$ cat config.mk
export PLATFORM = sky130hd
export DESIGN_NAME = pipeline_hazard_ctrl
export DESIGN_NICKNAME = d
export VERILOG_FILES = /design/src/rtl/pipeline_hazard_ctrl.sv
export SDC_FILE = /design/constraint.sdc
export NUM_CORES = 1
export LEC_CHECK = 0
export CORE_UTILIZATION = 48
export CTS_CLUSTER_SIZE = 30
export DETAILED_ROUTE_END_ITERATION = 6
export GPL_TIMING_DRIVEN = 0
export PLACE_DENSITY = 0.84
export SYNTH_ARGS = -nofsm -noshare
export SYNTH_HDL_FRONTEND = slang
export SYNTH_SLANG_ARGS = --single-unit
$ cat constraint.sdc
create_clock -name clk -period 4.8 [get_ports clk]
set_clock_uncertainty 0.15 [all_clocks]
set_input_delay 0.48 -clock clk [delete_from_list [all_inputs] [get_ports clk]]
set_output_delay 0.48 -clock clk [all_outputs]
set_load 0.01 [all_outputs]
$ cat src/rtl/pipeline_hazard_ctrl.sv
// Hazard control for a 5-stage pipeline: EX forwarding, load-use stalls, branch flushes,
// data-memory wait freeze with a timeout FSM, and a saturating stall-cycle counter.
module pipeline_hazard_ctrl #(
  parameter int RA_W        = 4,
  parameter int MEM_TIMEOUT = 15,
  parameter int CNT_W       = 16
) (
  input  logic             clk,
  input  logic             rst,
  input  logic [RA_W-1:0]  ra1D,
  input  logic [RA_W-1:0]  ra2D,
  input  logic [RA_W-1:0]  ra1E,
  input  logic [RA_W-1:0]  ra2E,
  input  logic [RA_W-1:0]  wa3E,
  input  logic             memToRegE,
  input  logic             PCSrcE,
  input  logic [RA_W-1:0]  wa3M,
  input  logic             regWriteM,
  input  logic             memReqM,
  input  logic             memReadyM,
  input  logic [RA_W-1:0]  wa3W,
  input  logic             regWriteW,
  output logic [1:0]       forwardAE,
  output logic [1:0]       forwardBE,
  output logic             stallF,
  output logic             stallD,
  output logic             stallE,
  output logic             stallM,
  output logic             flushD,
  output logic             flushE,
  output logic             flushW,
  output logic             memErr,
  output logic [CNT_W-1:0] stallCnt
);

  localparam int WC_W = (MEM_TIMEOUT < 1) ? 1 : $clog2(MEM_TIMEOUT + 1);

  typedef enum logic [1:0] {IDLE, WAIT, ERR} state_t;

  state_t          state;
  logic [WC_W-1:0] waitCnt;
  logic            memStall;
  logic            loadUse;

  function automatic logic [1:0] fwd_sel(input logic [RA_W-1:0] ra);
    if (regWriteM && (wa3M == ra))      return 2'b10;
    else if (regWriteW && (wa3W == ra)) return 2'b01;
    else                                return 2'b00;
  endfunction

  assign memStall = (memReqM && !memReadyM) || (state == ERR);
  assign loadUse  = memToRegE && ((wa3E == ra1D) || (wa3E == ra2D));

  always_comb begin
    forwardAE = 2'b00;
    forwardBE = 2'b00;
    stallF    = 1'b0;
    stallD    = 1'b0;
    stallE    = 1'b0;
    stallM    = 1'b0;
    flushD    = 1'b0;
    flushE    = 1'b0;
    flushW    = 1'b0;
    if (!rst) begin
      forwardAE = fwd_sel(ra1E);
      forwardBE = fwd_sel(ra2E);
      // Memory freeze wins; a branch held in E by the freeze flushes once it lifts.
      if (memStall) begin
        stallF = 1'b1;
        stallD = 1'b1;
        stallE = 1'b1;
        stallM = 1'b1;
        flushW = 1'b1;
      end else if (PCSrcE) begin
        flushD = 1'b1;
        flushE = 1'b1;
      end else if (loadUse) begin
        stallF = 1'b1;
        stallD = 1'b1;
        flushE = 1'b1;
      end
    end
  end

  always_ff @(posedge clk or posedge rst) begin
    if (rst) begin
      state    <= IDLE;
      waitCnt  <= '0;
      memErr   <= 1'b0;
      stallCnt <= '0;
    end else begin
      if (stallF && (stallCnt != {CNT_W{1'b1}}))
        stallCnt <= stallCnt + CNT_W'(1);
      case (state)
        IDLE: begin
          if (memReqM && !memReadyM) begin
            state   <= WAIT;
            waitCnt <= WC_W'(1);
          end
        end
        WAIT: begin
          if (!memReqM || memReadyM) begin
            state   <= IDLE;
            waitCnt <= '0;
          end else if (waitCnt == WC_W'(MEM_TIMEOUT)) begin
            state  <= ERR;
            memErr <= 1'b1;
          end else begin
            waitCnt <= waitCnt + WC_W'(1);
          end
        end
        ERR:     memErr <= 1'b1;
        default: state  <= IDLE;
      endcase
    end
  end

endmodule

## Word-level counts from Yosys, hierarchy flattened

Cells that the tools add are included.

| word-level totals | value |
|---|---|
| word-level logic and storage cells | 69 |
| output and inout port bits | 28 |
| bits in registers | 23 |

| operators by class | value |
|---|---|
| reduce and logical (&&, ||, !) cells | 18 |
| equality and inequality tests | 15 |
| bitwise logic cells | 1 |
| add/sub/neg operators | 2 |
| muxes and demuxes | 29 |

Operators with widths:

| kind | count |
|---|---|
| equality test 4 bit | 6 |
| adder 16 x 1 -> 16 bit (second input constant) | 1 |
| 2-to-1 mux 1 bit | 16 |
| != test 16 bit (second input constant) | 1 |
| 2-to-1 mux 2 bit | 7 |
| 2-to-1 mux 4 bit | 3 |
| AND reduction 3 bit | 3 |
| one-hot mux 4 bit (2 select lines) | 1 |
| logical AND 1 bit | 7 |
| != test 2 bit (second input constant) | 3 |
| != test 3 bit (second input constant) | 2 |
| one-hot mux 2 bit (3 select lines) | 1 |
| adder 4 x 1 -> 4 bit (second input constant) | 1 |
| equality test 4 bit (second input constant) | 1 |
| nonzero test 2 bit | 2 |
| logical OR 1 bit | 3 |
| equality test 2 x 1 -> 1 bit (second input constant) | 1 |
| equality test 2 bit (second input constant) | 1 |
| logical NOT 1 bit | 2 |
| logical NOT 2 bit | 1 |
| one-hot mux 1 bit (2 select lines) | 1 |
| inverter 1 bit | 1 |

## Longest topological paths before layout

Gate-level depths: netlist of run 1.

| logic depth | value |
|---|---|
| word-level depth | 8 |
| gate-level depth with buffers | 7 |
| gate-level depth less buffers | 6 |

## Worst setup path before layout of run 1

Ideal clock, no wire load.

| path | value |
|---|---|
| path kind | input -> register |
| from | in rst |
| to | reg stallCnt[1] |
| data required time | 4.525 ns |
| data arrival time | 1.831 ns |
| setup time | 0.125 ns |
| cell stages on the path | 5 |
| path buffers | 0 |
| path slack | 2.694 ns |
| cells stage by stage | clkinv_1 -> o31ai_2 -> a41oi_4 -> nand2_1 -> mux2_4 |

| between the ends | value |
|---|---|
| word-level cells in the longest chain between the ends | 2 |

Ends and longest elaborated chain:

| element | RTL line | source |
|---|---|---|
| from (decl) | 9 | `input logic rst,` |
| 2-to-1 mux 1 bit | 64 | `if (!rst) begin` |
| logical AND 1 bit | 92 | `if (stallF && (stallCnt != {CNT_W{1'b1}}))` |
| to (signal assigned) | 93 | `stallCnt <= stallCnt + CNT_W'(1);` |
| to (decl) | 33 | `output logic [CNT_W-1:0] stallCnt` |

No other way between the ends.
A chain may end at the register's enable or synchronous reset.

## Worst setup path after layout of run 1

| path | value |
|---|---|
| from | in rst |
| to | out flushD |

| between the ends | value |
|---|---|
| word-level cells in the longest chain between the ends | 1 |

Ends and longest elaborated chain:

| element | RTL line | source |
|---|---|---|
| 2-to-1 mux 1 bit | 64 |  |
| to (decl) | 29 | `output logic flushD,` |

No other way between the ends.

==> impl_metrics.yaml, run 1 <==
yosys:
  synth_warnings: 0
  ys.flop_type: "dfrtp_1"
  synth.net_count: 220
  yosysTopAreaCell: "dfrtp_1"
  syn_avg_cell_area_sq_um: 9.52
  yosysTopAreaCellShare_pct: 33.8
  yosysSeqAreaShare_pct: 33.8
  ys_seq_elements: 23
  yosysUniqueCellTypes: 38
  synth_area_leaders: "dfrtp_1, xnor2_1, xor2_1"
  synthArstFlopShare_pct: 100
  synthCells: 179
  netlist_area_sq_um: 1700
  synth_edf_count: 0
worst_setup_path:
  start_kind: "input pin"
  r2r_slack_ps: 2810
  crit_cells: 4
  cp_cell_sequence: "clkdlybuf4s50_1, clkinv_1, and3_1, clkdlybuf4s50_1"
  path_buf_inv: 3
  cp_top_family: "buffers and inverters"
  cp-end-kind: "output pin"
  path_max_fanout: 27
  cp.arrival_ps: 2750
  critPathCapture: "flushD"
  cp_slowest_stage_delay_ps: 780
  startpoint: "rst"
  crit_slowest_cell: "clkinv_1"
  r2r-end: "stallCnt[1]"
  required_ps: 4170
  reg2reg_depth: 6
  criticalPathCategory: "in -> out"
  cpMostUsedCell: "clkdlybuf4s50_1"
  worstReg2RegStart: "state[0]"
place:
  place_ws_ps: 1330
  hpwl_mm: 2.86
  gp_congestion: 0.795
  port_buffers: 63
grt:
  met3_usage_pct: 4.20
  track_usage_pct: 20.2
  use_met1_pct: 24.4
  gr-usage-met2_pct: 35.8
  grt_pass1_vias: 1384
  grt_max_degree: 28
  grt_pass1_wl_mm: 5.73
  gr-total-overflow: 0
  grt_busiest_layer: "met2"
  antenna_found_initial: 0
clocking:
  cts.clk_slew.worst_paths_ps: 130
  clkSinkCount: 23
  cts_setup_buffers: 0
  cts_hold_buf: 0
  cts.htree.levels: 1
  cts_buffer_depth: 2
  cts_resized: 0
  cts_root_buffer: "clkbuf_4"
  numCtsBuffers: 3
  cts_tree: "yes"
  clock_latency_ps: 310
power:
  ir_drop_mv: 0.140
  leakage_nw: 0.941
  power_frac_comb_pct: 40.9
  pwr_density_cell_nw_per_um2: 242
  power.total_mw: 0.585
  seqPwrFrac_pct: 43.7
  clkPwrFrac_pct: 15.4
  switchingPower_mw: 0.204
  intPower_mw: 0.381
  switching_share_pct: 34.8
die:
  core_sq_um: 3360
  rows: 21
  die_area_sq_um: 3790
  die-height_um: 61.6
  start_util_pct: 50.7
  io_pins: 64
  die_w_um: 61.6
drt:
  wire_per_inst_um: 12.3
  vias_per_cell: 5.21
  drc_errors: 0
  drt_iter0_markers: 70
  drtPass1Iterations: 4
  wl_mm: 3.58
  vias: 1521
  postRouteAntennaNets: 0
sta:
  finalHoldViolations: 0
  fmax_mhz: 296
  slew_viol_final: 0
  hold_ws_ps: 324
  fin_ws_ps: 1420
  setup-tns-final_ps: 0
  relSlewSlack_pct: 38.1
  setup_viol_count_final: 0
  finalCritPeriodShare_pct: 70.5
  worst_pin_slew_ps: 923
  period_needed_ps: 3380
  rsz0062_at_grt: "false"
worst_hold_path:
  min-delay-path-class: "reg -> reg"
layout:
  fin_util_pct: 71.9
  diodes: 0
  layout.nets: 288
  layout-drive-gt1-share_pct: 13.0
  syn2layout_area_growth_pct: 42.0
flow_run:
  max-cap-violations: 0
run_status:
  status: "finished clean"
## Yosys cell counts, types with 2 or more instances
cell type  number
nand2b_1        2
o21ai_0         3
nor3_1          5
nor2b_1         2
nor2_1         13
nor4_1          2
xor2_1         12
a21oi_1         7
xnor2_1        27
ha_1            5
buf_4           4
o211ai_1        2
nand3_2        10
inv_1           5
nand4_1        10
a211oi_1        2
and3_2          3
nand3_1         8
and3_1          6
dfrtp_1        23
nand2_1        11
## worst min-delay path by stage
stage	start	end	slack [ps]	depth (start not counted)
after global placement	memErr	memErr	300	1
after detailed placement	memErr	memErr	300	1
final	memErr	memErr	320	1
after CTS	memErr	memErr	340	1
after floorplan	rst	memErr	260	1
after global routing	memErr	memErr	350	1
## metrics by stage
stage / std cells / instance area (sq um)
after global placement: 288 / 2390
after global routing: 292 / 2420
final: 292 / 2420
after detailed placement: 288 / 2390
after CTS: 292 / 2420
after floorplan: 179 / 1700
## metal layers
| metal | vias up | wire [um] |
|---|---|---|
| li1 | 767 | - |
| met1 | 693 | 1610 |
| met2 | 53 | 1770 |
| met3 | 8 | 178 |
| met4 | 0 | 28 |
| met5 | - | 0 |
## flip-flops by register name, summed over array words and instances (netlist names)
| register | cells |
|---|---|
| waitCnt | 4 |
| stallCnt | 16 |
| state | 2 |
| memErr | 1 |
## logic make-up (layout without fill, tap and decap cells)
kind of cell | after synthesis | count (layout) | synth area share [%]
buf+inv | 13 | 80 | 4.26
xor+xnor | 39 | 39 | 20.0
flops | 23 | 23 | 33.8
mux | 1 | 1 | 0.881
compound gates | 20 | 20 | 8.74
simple gates | 78 | 78 | 28.6
fa+ha+maj | 5 | 5 | 3.67
## area by class of cell
cell class | count | area [sq um]
well taps | 46 | 57.6
repair buffers | 63 | 631
flip-flops and latches | 23 | 576
inverters | 6 | 22.5
clock buffers | 3 | 22.5
multi-input cells | 143 | 1060
clock inverters | 1 | 5.00
fillers | 283 | 943
plain buffers | 7 | 50.0
## placed cells by master (no fill, tap or decap), types with 3 or more instances in the layout
cell type        synthesis  routed
a21oi_1                  7       7
and3_1                   6       6
and3_2                   3       3
buf_4                    4       4
clkbuf_4                 0       3
clkdlybuf4s50_1          0      63
dfrtp_1                 23      23
ha_1                     5       5
inv_1                    5       5
nand2_1                 11      11
nand3_1                  8       8
nand3_2                 10      10
nand4_1                 10      10
nor2_1                  13      13
nor3_1                   5       5
o21ai_0                  3       3
xnor2_1                 27      27
xor2_1                  12      12
## power by group through the flow
stage	Sequential, mW	Combinational [mW]	Clock [mW]
after detailed placement	0.260	0.239	0
after CTS	0.256	0.240	0.0935
after floorplan	0.262	0.132	0
final	0.256	0.239	0.0900
after global placement	0.259	0.235	0
after global routing	0.260	0.263	0.0986
No activity file was read; power rests on OpenSTA's default activity.
==> inputs of run 2 (changes only) <==
--- a/config.mk
+++ b/config.mk
@@ -5,11 +5,11 @@
 export SDC_FILE = /design/constraint.sdc
 export NUM_CORES = 1
 export LEC_CHECK = 0
-export CORE_UTILIZATION = 48
+export CORE_UTILIZATION = 40
 export CTS_CLUSTER_SIZE = 30
 export DETAILED_ROUTE_END_ITERATION = 6
 export GPL_TIMING_DRIVEN = 0
-export PLACE_DENSITY = 0.84
+export PLACE_DENSITY = 0.74
 export SYNTH_ARGS = -nofsm -noshare
 export SYNTH_HDL_FRONTEND = slang
 export SYNTH_SLANG_ARGS = --single-unit
==> constraint.sdc (replaced) <==
create_clock -name clk -period 2.9 [get_ports clk]
set_clock_uncertainty 0.15 [all_clocks]
set_input_delay 0.29 -clock clk [delete_from_list [all_inputs] [get_ports clk]]
set_output_delay 0.29 -clock clk [all_outputs]
set_load 0.01 [all_outputs]
==> impl_metrics.yaml, run 2 (synthesized netlist as in run 1, its figures left out) <==
clocking:
  cts_tree: "yes"
  clkSinkCount: 23
  cts_hold_buf: 0
  clock_latency_ps: 280
  numCtsBuffers: 3
  cts_setup_buffers: 0
  cts_resized: 1
  cts.clk_slew.worst_paths_ps: 100
  cts_buffer_depth: 2
  cts_root_buffer: "clkbuf_8"
  cts.htree.levels: 1
layout:
  syn2layout_area_growth_pct: 43.5
  diodes: 0
  fin_util_pct: 60.3
  largest-register: "stallCnt"
  layout_commonest_cell: "clkdlybuf4s50_1"
  layout-drive-gt1-share_pct: 13.4
  largestRegisters: "stallCnt (16), waitCnt (4), state (2)"
  fin_area_sq_um: 2440
  layout.nets: 288
  final_cell_mix: "clkdlybuf4s50_1, xnor2_1, dfrtp_1, nor2_1, xor2_1"
  layout.cells.non_filler: 296
  largest_reg_flops: 16
sta:
  setup_viol_count_final: 0
  period_needed_ps: 2510
  rsz0062_at_grt: "false"
  fmax_mhz: 398
  hold_ws_ps: 296
  fin_ws_ps: 388
  finalCritPeriodShare_pct: 86.6
  setup-tns-final_ps: 0
  relSlewSlack_pct: 69.5
  worst_pin_slew_ps: 457
  finalHoldViolations: 0
  slew_viol_final: 0
grt:
  antenna_found_initial: 0
  grt_pass1_wl_mm: 6.56
  gr-usage-met2_pct: 34.8
  met3_usage_pct: 5.57
  gr-total-overflow: 0
  grt_pass1_vias: 1536
  use_met1_pct: 21.2
  grt_busiest_layer: "met2"
  grt_max_degree: 28
  track_usage_pct: 19.0
power:
  pwr_density_cell_nw_per_um2: 423
  leakage_nw: 0.951
  ir_drop_mv: 0.283
  power.total_mw: 1.03
die:
  rows: 23
  die_area_sq_um: 4530
  start_util_pct: 42.0
  die_w_um: 67.3
  core_sq_um: 4060
  die-height_um: 67.3
  io_pins: 64
run_status:
  status: "finished clean"
worst_setup_path:
  cp_cell_sequence: "clkdlybuf4s50_1, xnor2_1, nand4_1, nand2_1, nand2_1, a21oi_1, buf_4, clkdlybuf4s50_1"
  cp_slowest_stage_delay_ps: 530
  r2r_slack_ps: 920
  required_ps: 2460
  path_max_fanout: 2
  cp.arrival_ps: 2070
  cp-end-kind: "output pin"
  crit_slowest_cell: "clkdlybuf4s50_1"
  criticalPathCategory: "in -> out"
  worstReg2RegStart: "state[0]"
  start_kind: "input pin"
  r2r-end: "stallCnt[1]"
  reg2reg_depth: 6
  critPathCapture: "stallF"
  startpoint: "wa3E[3]"
drt:
  wire_per_inst_um: 12.6
  vias: 1482
  vias_per_cell: 5.01
  drtPass1Iterations: 4
  drt_iter0_markers: 44
  postRouteAntennaNets: 0
  wl_mm: 3.73
  drc_errors: 0
place:
  placed_cells: 292
  post_dp_cell_area_sq_um: 2400
  port_buffers: 63
  place_ws_ps: -227
  hpwl_mm: 3.01
  gp_congestion: 0.787
worst_hold_path:
  min-delay-path-class: "in -> async"
flow_run:
  max-cap-violations: 0
==> run 2: cell counts in the layout (fill, tap and decap cells not counted) <==
Identical to the previous run, type by type.
==> run 2: cell type report <==
type / count / area, sq um
fill: 381 / 1610
multi-input combinational: 143 / 1060
timing repair buffer: 63 / 631
sequential: 23 / 576
tap: 50 / 62.6
buffer: 7 / 50.0
clock buffer: 3 / 41.3
inverter: 6 / 23.8
clock inverter: 1 / 5.00
==> run 2: how the worst min path moves through the flow <==
stage / to / slack (ps) / cells past startpoint
final: stallCnt[15] / 300 / 2
after CTS: stallCnt[10] / 320 / 2
after detailed placement: memErr / 300 / 1
after floorplan: memErr / 70 / 1
after global routing: memErr / 350 / 1
after global placement: memErr / 300 / 1
==> run 2: routing by layer <==
layer | wire length (um) | vias to the layer above
li1 | - | 757
met1 | 1630 | 680
met2 | 1860 | 41
met3 | 214 | 4
met4 | 33 | 0
met5 | 0 | -
==> run 2: critical path, delay by kind of cell <==
family / cells / cell delay, ps
xor gates and xnor gates: 1 / 140
AOI/OAI and AO/OA: 1 / 170
buffers and inverters: 3 / 1170
and+or+nand+nor: 3 / 310
==> run 2: power by group <==
part	total, mW	leakage [nW]	switching (mW)	internal, mW
clock network	0.213	0.0255	0.117	0.0964
logic	0.396	0.622	0.183	0.213
registers	0.424	0.304	0.0560	0.368
==> inputs of run 3 (changes only) <==
--- a/config.mk
+++ b/config.mk
@@ -5,11 +5,11 @@
 export SDC_FILE = /design/constraint.sdc
 export NUM_CORES = 1
 export LEC_CHECK = 0
-export CORE_UTILIZATION = 40
+export CORE_UTILIZATION = 48
 export CTS_CLUSTER_SIZE = 30
 export DETAILED_ROUTE_END_ITERATION = 6
 export GPL_TIMING_DRIVEN = 0
-export PLACE_DENSITY = 0.74
+export PLACE_DENSITY = 0.84
 export SYNTH_ARGS = -nofsm -noshare
 export SYNTH_HDL_FRONTEND = slang
 export SYNTH_SLANG_ARGS = --single-unit
==> constraint.sdc (replaced) <==
create_clock -name clk -period 3 [get_ports clk]
set_clock_uncertainty 0.15 [all_clocks]
set_input_delay 0.3 -clock clk [delete_from_list [all_inputs] [get_ports clk]]
set_output_delay 0.3 -clock clk [all_outputs]
set_load 0.01 [all_outputs]
==> impl_metrics.yaml, run 3 (synthesized netlist as in run 1, its figures left out) <==
worst_setup_path:
  cp_top_family: "buffers and inverters"
  path_buf_inv: 3
  reg2reg_depth: 6
  path_max_fanout: 7
  r2r_slack_ps: 1020
  cp-end-kind: "output pin"
  cp_slowest_stage_delay_ps: 530
  cp.arrival_ps: 2120
  crit_slowest_cell: "clkdlybuf4s50_1"
  worstReg2RegStart: "state[0]"
  criticalPathCategory: "reg -> out"
  cp_cell_sequence: "inv_1, ha_1, nor2_1, a21oi_1, buf_4, clkdlybuf4s50_1"
  start_kind: "flip-flop"
  startpoint: "state[0]"
  required_ps: 2550
  crit_cells: 6
  critPathCapture: "stallF"
  r2r-end: "stallCnt[1]"
layout:
  largest-register: "stallCnt"
  layout_commonest_cell: "clkdlybuf4s50_1"
  syn2layout_area_growth_pct: 42.1
  largestRegisters: "stallCnt (16), waitCnt (4), state (2)"
  final_cell_mix: "clkdlybuf4s50_1, xnor2_1, dfrtp_1, nor2_1, xor2_1"
  largest_reg_flops: 16
  seqCellArea_sq_um: 576
  multi_input_area_sq_um: 1060
  layout.nets: 288
  layout.cells.non_filler: 292
  layout-drive-gt1-share_pct: 13.4
  fillers: 284
  diodes: 0
drt:
  vias_per_cell: 5.17
  wire_per_inst_um: 12.2
  vias: 1509
  postRouteAntennaNets: 0
  drt_iter0_markers: 84
  drtPass1Iterations: 4
  wl_mm: 3.56
  drc_errors: 0
clocking:
  cts_buffer_depth: 2
  clock_latency_ps: 310
  cts_setup_buffers: 0
  cts.htree.levels: 1
  clkSinkCount: 23
  cts.clk_slew.worst_paths_ps: 130
  cts_resized: 1
  numCtsBuffers: 3
  cts_root_buffer: "clkbuf_4"
  cts_hold_buf: 0
  cts_tree: "yes"
power:
  ir_drop_mv: 0.221
  leakage_nw: 0.943
  pwr_density_cell_nw_per_um2: 386
place:
  port_buffers: 63
  gp_congestion: 0.795
  hpwl_mm: 2.86
  placed_cells: 288
sta:
  rsz0062_at_grt: "false"
  slew_viol_final: 0
  relSlewSlack_pct: 69.8
  period_needed_ps: 2570
  fmax_mhz: 389
  finalHoldViolations: 0
  worst_pin_slew_ps: 452
  hold_ws_ps: 301
  setup_viol_count_final: 0
  finalCritPeriodShare_pct: 85.6
flow_run:
  max-cap-violations: 0
grt:
  grt_pass1_vias: 1366
  antenna_found_initial: 0
  gr-total-overflow: 0
  grt_pass1_wl_mm: 5.73
  grt_max_degree: 28
  track_usage_pct: 20.2
die:
  die-height_um: 61.6
  core_sq_um: 3360
  die_area_sq_um: 3790
  io_pins: 64
  rows: 21
  start_util_pct: 50.7
  die_w_um: 61.6
run_status:
  status: "finished clean"
worst_hold_path:
  min-delay-path-class: "in -> async"
run 3: worst min-delay path by stage:
stage                       from  endpoint
final                        rst    memErr
after detailed placement  memErr    memErr
after floorplan              rst    memErr
after CTS                    rst    memErr
after global routing         rst    memErr
after global placement    memErr    memErr
run 3: through the flow:
step	setup TNS, ps	setup slack (ps)	utilization [%]	power [mW]	area (sq um)
6_report	0	431	72.0	0.935	2420
5_1_grt	0	262	72.0	0.996	2420
4_1_cts	0	386	72.0	0.943	2420
3_5_place_dp	-205	-111	71.1	0.799	2390
3_3_place_gp	-77.1	-77.1	71.1	0.790	2390
2_1_floorplan	0	1070	-	0.630	1700
run 3: layout make-up:
cell class	count	share of cell area, %
Sequential cell	23	23.8
Clock inverter	1	0.207
Multi-Input combinational cell	143	43.6
Buffer	7	2.07
Timing Repair Buffer	63	26.0
Inverter	6	0.982
Tap cell	46	2.38
Clock buffer	3	0.930
run 3: routing by layer:
metal / share of wire [%] / up-vias / global-route usage (%)
met3: 5.4 / 2 / 4.20
met5: 0 / - / 0
met2: 50 / 44 / 35.5
li1: - / 764 / -
met4: 0.42 / 0 / 6.67
met1: 44 / 699 / 24.6
run 3: where the power goes:
part,internal [mW],leakage (nW),switching (mW)
Clock,0.0497,0.0177,0.0953
Sequential,0.355,0.304,0.0536
Combinational,0.205,0.622,0.176
Total,0.610,0.943,0.325
